$ cat src/rtl/vic_pkg.sv
// Shared types and constants for the vectored interrupt controller front end.
package vic_pkg;

   typedef enum logic [1:0] {
      IDLE    = 2'd0,
      REQ     = 2'd1,
      SERVICE = 2'd2
   } state_t;

   localparam logic [31:0] VEC_BASE_DEF   = 32'h0000_0100;
   localparam logic [31:0] VEC_STRIDE_DEF = 32'd4;

   function automatic int IRQ_ID_W(input int n);
      return (n < 2) ? 1 : $clog2(n);
   endfunction

endpackage

$ cat src/rtl/vic_prio_enc.sv
// Lowest-index-first priority encoder over the enabled pending sources.
module vic_prio_enc #(
   parameter int N = 8,
   parameter int W = 3
) (
   input  logic [N-1:0] cand,
   output logic         valid,
   output logic [W-1:0] id
);

   // Scanning from the top lets the lowest set index overwrite last.
   always_comb begin
      valid = 1'b0;
      id    = '0;
      for (int i = N - 1; i >= 0; i--) begin
         if (cand[i]) begin
            valid = 1'b1;
            id    = W'(i);
         end
      end
   end

endmodule

$ cat src/rtl/vic_irq_arbiter.sv
// Interrupt front end: edge capture, pending/mask registers and a
// non-preemptive request/service handshake toward the VIC control stage.
//
//   state   | meaning
//   --------+-------------------------------------------------------
//   IDLE    | no request; pick the winning enabled pending source
//   REQ     | o_IRQ high, grant frozen, waiting for i_ack
//   SERVICE | ISR running, o_IRQ held high until i_reti
module vic_irq_arbiter
   import vic_pkg::*;
#(
   parameter int          N_IRQ      = 8,
   parameter logic [31:0] VEC_BASE   = VEC_BASE_DEF,
   parameter logic [31:0] VEC_STRIDE = VEC_STRIDE_DEF,
   localparam int         ID_W       = IRQ_ID_W(N_IRQ)
) (
   input  logic              i_clk,
   input  logic              i_rst,
   input  logic [N_IRQ-1:0]  i_irq_lines,
   input  logic              i_mask_we,
   input  logic [N_IRQ-1:0]  i_mask_wdata,
   input  logic              i_ack,
   input  logic              i_reti,
   output logic              o_IRQ,
   output logic [31:0]       o_ISR_addr,
   output logic [ID_W-1:0]   o_irq_id,
   output logic              o_busy,
   output logic [N_IRQ-1:0]  o_pending,
   output logic [N_IRQ-1:0]  o_mask
);

   state_t             state_q, state_d;
   logic [N_IRQ-1:0]   hist_q, pending_q, mask_q;
   logic [N_IRQ-1:0]   rise, cand, clr;
   logic               enc_valid, load, take_ack;
   logic [ID_W-1:0]    enc_id, id_q;
   logic [31:0]        addr_q;

   assign rise = i_irq_lines & ~hist_q;
   assign cand = pending_q & mask_q;

   vic_prio_enc #(
      .N (N_IRQ),
      .W (ID_W)
   ) u_prio_enc (
      .cand  (cand),
      .valid (enc_valid),
      .id    (enc_id)
   );

   always_comb begin
      state_d  = state_q;
      load     = 1'b0;
      take_ack = 1'b0;
      case (state_q)
         IDLE: begin
            if (enc_valid) begin
               load    = 1'b1;
               state_d = REQ;
            end
         end
         REQ: begin
            if (i_ack) begin
               take_ack = 1'b1;
               state_d  = SERVICE;
            end
         end
         SERVICE: begin
            if (i_reti) state_d = IDLE;
         end
         default: state_d = IDLE;
      endcase
   end

   always_comb begin
      clr = '0;
      if (take_ack) clr[id_q] = 1'b1;
   end

   // History resets to ones so lines already high at reset release stay quiet.
   always_ff @(posedge i_clk) begin
      if (i_rst) begin
         state_q   <= IDLE;
         hist_q    <= '1;
         pending_q <= '0;
         mask_q    <= '0;
         id_q      <= '0;
         addr_q    <= '0;
      end else begin
         state_q   <= state_d;
         hist_q    <= i_irq_lines;
         pending_q <= (pending_q & ~clr) | rise;
         if (i_mask_we) mask_q <= i_mask_wdata;
         if (load) begin
            id_q   <= enc_id;
            addr_q <= VEC_BASE + {{(32 - ID_W){1'b0}}, enc_id} * VEC_STRIDE;
         end
      end
   end

   assign o_IRQ      = (state_q != IDLE);
   assign o_busy     = (state_q != IDLE);
   assign o_ISR_addr = addr_q;
   assign o_irq_id   = id_q;
   assign o_pending  = pending_q;
   assign o_mask     = mask_q;

endmodule

$ cat config.mk
export PLATFORM = sky130hd
export DESIGN_NAME = vic_irq_arbiter
export DESIGN_NICKNAME = d
export VERILOG_FILES = /design/src/rtl/vic_pkg.sv /design/src/rtl/vic_prio_enc.sv /design/src/rtl/vic_irq_arbiter.sv
export SDC_FILE = /design/constraint.sdc
export NUM_CORES = 1
export LEC_CHECK = 0
export ABC_CLOCK_PERIOD_IN_PS = 1530
export CELL_PAD_IN_SITES_DETAIL_PLACEMENT = 1
export CELL_PAD_IN_SITES_GLOBAL_PLACEMENT = 2
export CORE_ASPECT_RATIO = 0.7
export CORE_MARGIN = 2
export CORE_UTILIZATION = 22
export CTS_BUF_LIST = sky130_fd_sc_hd__clkbuf_16
export CTS_CLUSTER_SIZE = 10
export DETAILED_ROUTE_END_ITERATION = 6
export HOLD_SLACK_MARGIN = 0.1
export PLACE_DENSITY = 0.78
export SYNTH_ARGS = -nofsm -noshare
export SYNTH_HDL_FRONTEND = slang
export SYNTH_SLANG_ARGS = --single-unit
$ cat constraint.sdc
create_clock -name i_clk -period 1.53 [get_ports i_clk]
set_input_delay 0.306 -clock i_clk [delete_from_list [all_inputs] [get_ports i_clk]]
set_output_delay 0.306 -clock i_clk [all_outputs]
set_load 0.01 [all_outputs]
==> impl_metrics.prom <==
# TYPE chip_impl_metric gauge
chip_impl_info{name="most_used_standard_cell_by_instance_count_after_synthesis",value="buf_4"} 1
chip_impl_metric{name="worstPathArrival",unit="ps"} 1190
chip_impl_metric{name="final_cell_count_no_fill",unit=""} 285
chip_impl_metric{name="critPathMaxFanout",unit=""} 3
chip_impl_metric{name="ant_nets",unit=""} 0
chip_impl_metric{name="finalClockSkew",unit="ps"} 3.295
chip_impl_metric{name="route.detailed.drc",unit=""} 0
chip_impl_metric{name="finalMaxSlewViolations",unit=""} 0
chip_impl_info{name="cts_tree",value="yes"} 1
chip_impl_metric{name="floorplan.initialDensity",unit=""} 0.2296
chip_impl_info{name="worst_r2r_startpoint",value="state_q[1]"} 1
chip_impl_metric{name="ys_seq_elements",unit=""} 30
chip_impl_metric{name="drive_gt1_frac",unit=""} 0.1546
chip_impl_metric{name="clk_pin_slew_worst_paths",unit="ps"} 50
chip_impl_info{name="timing.critical_path.from",value="o_pending[5]"} 1
chip_impl_metric{name="finalHoldViolations",unit=""} 0
chip_impl_metric{name="routed_wirelength",unit="um"} 3563
chip_impl_info{name="crit_path_top_delay_cell",value="clkdlybuf4s50_1"} 1
chip_impl_metric{name="post-dp-hpwl",unit="um"} 2722
chip_impl_metric{name="total_power",unit="mW"} 2.096
chip_impl_info{name="synth_top_area_cell",value="dfxtp_1"} 1
chip_impl_metric{name="placedCellCount",unit=""} 277
chip_impl_metric{name="insertedDiodeCount",unit=""} 0
chip_impl_metric{name="static-leakage-power",unit="nW"} 0.9315
chip_impl_metric{name="dieWidth",unit="um"} 101.0
chip_impl_metric{name="vdd_ir_drop_max",unit="uV"} 415.2
chip_impl_metric{name="antenna_found_initial",unit=""} 0
chip_impl_metric{name="post_synth.cell_area_avg",unit="sq um"} 9.221
chip_impl_metric{name="yosys_cell_types",unit=""} 29
chip_impl_metric{name="grt_start_max_net_pins",unit=""} 32
chip_impl_metric{name="grt.total_usage",unit=""} 0.09856
chip_impl_metric{name="post_synth_edffs",unit=""} 0
chip_impl_metric{name="worstSetupPathDepth",unit=""} 1
chip_impl_metric{name="wire_per_inst",unit="um"} 12.50
chip_impl_metric{name="place_worst_setup_slack",unit="ps"} -76.39
chip_impl_metric{name="async_reset_ff_frac",unit=""} 0
chip_impl_metric{name="setup_viol",unit=""} 0
chip_impl_info{name="crit_type",value="register to output port"} 1
chip_impl_metric{name="p_per_cell_area",unit="nW/um^2"} 1027
chip_impl_info{name="setup_repair_after_global_routing_missed_its_margin",value="yes"} 1
chip_impl_metric{name="synth-seq-area-share",unit=""} 0.4149
chip_impl_metric{name="synth_warnings",unit=""} 0
chip_impl_metric{name="core_area",unit="sq um"} 6306
chip_impl_metric{name="rrSetupSlack",unit="ps"} 160
chip_impl_metric{name="cts_setup_buffers",unit=""} 0
chip_impl_metric{name="cts_num_sinks",unit=""} 30
chip_impl_info{name="status",value="complete, no violations"} 1
chip_impl_metric{name="htreeDepth",unit=""} 2
chip_impl_metric{name="maxClockFrequency",unit="MHz"} 666.6
chip_impl_metric{name="final_critical_path_setup_slack",unit="ps"} 29.82
chip_impl_metric{name="yosysTopAreaCellShare",unit=""} 0.4149
chip_impl_metric{name="via_count_of_the_first_global_routing_pass",unit=""} 1071
chip_impl_metric{name="globalplace.congestion",unit=""} 0.7082
chip_impl_metric{name="setup_total_negative_slack",unit="ps"} 0
chip_impl_metric{name="drt_iter0_markers",unit=""} 42
chip_impl_info{name="classification_of_the_worst_slack_hold_path",value="register to register"} 1
chip_impl_metric{name="ctsLongestPathBuffers",unit=""} 2
chip_impl_info{name="synthTopCellsByArea",value="dfxtp_1 41%, buf_4 17%, mux2i_1 5.5%"} 1
chip_impl_metric{name="cp.buffers_inverters",unit=""} 1
chip_impl_metric{name="post_synth_inst_count",unit=""} 157
chip_impl_metric{name="syn2layout_area_growth",unit="%"} 41.05
chip_impl_metric{name="via_per_inst",unit=""} 3.975
chip_impl_info{name="worstSetupEndpoint",value="o_pending[5]"} 1
chip_impl_info{name="worst_setup_start_kind",value="register"} 1
chip_impl_info{name="critPathTopFamily",value="buffers and inverters"} 1
chip_impl_metric{name="maximum_capacitance_violations",unit=""} 0
chip_impl_info{name="critical_path.cell_chain",value="clkdlybuf4s50_1"} 1
chip_impl_metric{name="fp.dieH",unit="um"} 71.87
chip_impl_metric{name="worstPathRequired",unit="ps"} 1220
chip_impl_metric{name="min_period_over_period",unit=""} 0.9805
chip_impl_info{name="synth_commonest_cells",value="32 x buf_4, 30 x dfxtp_1, 15 x nor2_1, 13 x a21oi_1, 11 x nand2b_1"} 1
chip_impl_metric{name="final.min_clock_period",unit="ps"} 1500
chip_impl_metric{name="place.port_buffers",unit=""} 45
chip_impl_metric{name="rows",unit=""} 24
chip_impl_metric{name="floorplan.die_area",unit="sq um"} 7256
chip_impl_metric{name="tritoncts.num_buffers",unit=""} 5
chip_impl_metric{name="hold-worst-slack",unit="ps"} 467.9
chip_impl_metric{name="postCtsHoldBufs",unit=""} 0
chip_impl_info{name="ys_dominant_reg_cell",value="dfxtp_1"} 1
chip_impl_metric{name="nFillCells",unit=""} 746
chip_impl_metric{name="r2r.worst_path.cells",unit=""} 5
chip_impl_metric{name="design.portCount",unit=""} 74
chip_impl_metric{name="vias",unit=""} 1133
chip_impl_metric{name="drt_pre_antenna_iters",unit=""} 4
chip_impl_metric{name="grt_pass1_wl",unit="um"} 5375
chip_impl_info{name="critical_path.endpoint_type",value="output port"} 1
chip_impl_metric{name="globalRoute.totalOverflow",unit=""} 0
chip_impl_metric{name="final_nets",unit=""} 227
chip_impl_info{name="endpoint_of_the_worst_register_to_register_path",value="o_irq_id[0]"} 1
chip_impl_metric{name="clock_latency",unit="ps"} 270
chip_impl_metric{name="slowest_delay",unit="ps"} 550
chip_impl_metric{name="timing.hold.worst_path_depth",unit=""} 2
chip_impl_metric{name="netlist_area",unit="sq um"} 1448
chip_impl_info{name="clock-root-buffer",value="clkbuf_16"} 1
worst min-delay path by stage:
stage | slack (ps) | from | to
after CTS | 470 | o_ISR_addr[8] | o_ISR_addr[8]
after floorplan | 410 | i_irq_lines[0] | hist_q[0]
after detailed placement | 460 | o_ISR_addr[8] | o_ISR_addr[8]
after global routing | 510 | o_ISR_addr[8] | o_ISR_addr[8]
final | 470 | o_ISR_addr[8] | o_ISR_addr[8]
after global placement | 450 | o_ISR_addr[8] | o_ISR_addr[8]
layer usage:
layer / track usage / wire length (um)
met5: 0 / 0
met4: 0.03153 / 38
met3: 0.03610 / 209
met2: 0.1430 / 1565
met1: 0.1360 / 1750
per-stage QoR:
step                instance area [sq um]  utilization
floorplan                            1549            -
global placement                     1907       0.3024
detailed placement                   1907       0.3024
CTS                                  2034       0.3226
global route                         2042       0.3238
finish                               2042       0.3238
layout make-up:
type / count / area, sq um / share of cell area
tap: 78 / 97.59 / 0.04779
timing repair buffer: 52 / 518.0 / 0.2537
clock buffer: 5 / 125.1 / 0.06127
sequential: 30 / 608.1 / 0.2978
clock inverter: 3 / 12.51 / 0.006127
multi-input combinational: 117 / 680.7 / 0.3333
kinds of logic after synthesis:
| family | Yosys count | share of synthesized area |
|---|---|---|
| AO/OA/AOI/OAI | 30 | 0.1582 |
| multiplexers | 8 | 0.05532 |
| buffers and inverters | 37 | 0.1850 |
| flip-flops | 30 | 0.4149 |
| other | 1 | 0.002590 |
| AND/OR/NAND/NOR | 51 | 0.1841 |
timing repair:
action,in CTS,in global routing
setup endpoints to repair,20,6
pin swaps,0,0
gates resized for setup,20,3
report_power, final:
part	internal (mW)	switching, mW	total (mW)
sequential	0.830	0.0436	0.874
clock	0.586	0.323	0.909
combinational	0.165	0.148	0.313
total	1.58	0.515	2.10
registers in the layout, indices dropped and copies added (netlist names):
register	cells
o_pending	8
o_mask	8
hist_q	8
o_ISR_addr	2
state_q	2
o_irq_id	2
cells in the final DEF (no fill, tap or decap), types with 2 or more instances in the layout:
cell / n
conb_1: 28
clkdlybuf4s50_1: 28
dfxtp_1: 24
nor2_1: 15
dlygate4sd2_1: 14
a21oi_1: 13
nand2b_1: 11
mux2i_1: 8
or2_2: 8
nand2_1: 7
dfxtp_2: 6
o21ai_0: 5
clkbuf_16: 5
buf_4: 5
a22oi_2: 3
dlymetal6s2s_1: 3
or2_1: 2
nor3_1: 2
nor3b_1: 2
o31ai_1: 2
buf_12: 2
No activity file was read; power rests on OpenSTA's default activity.
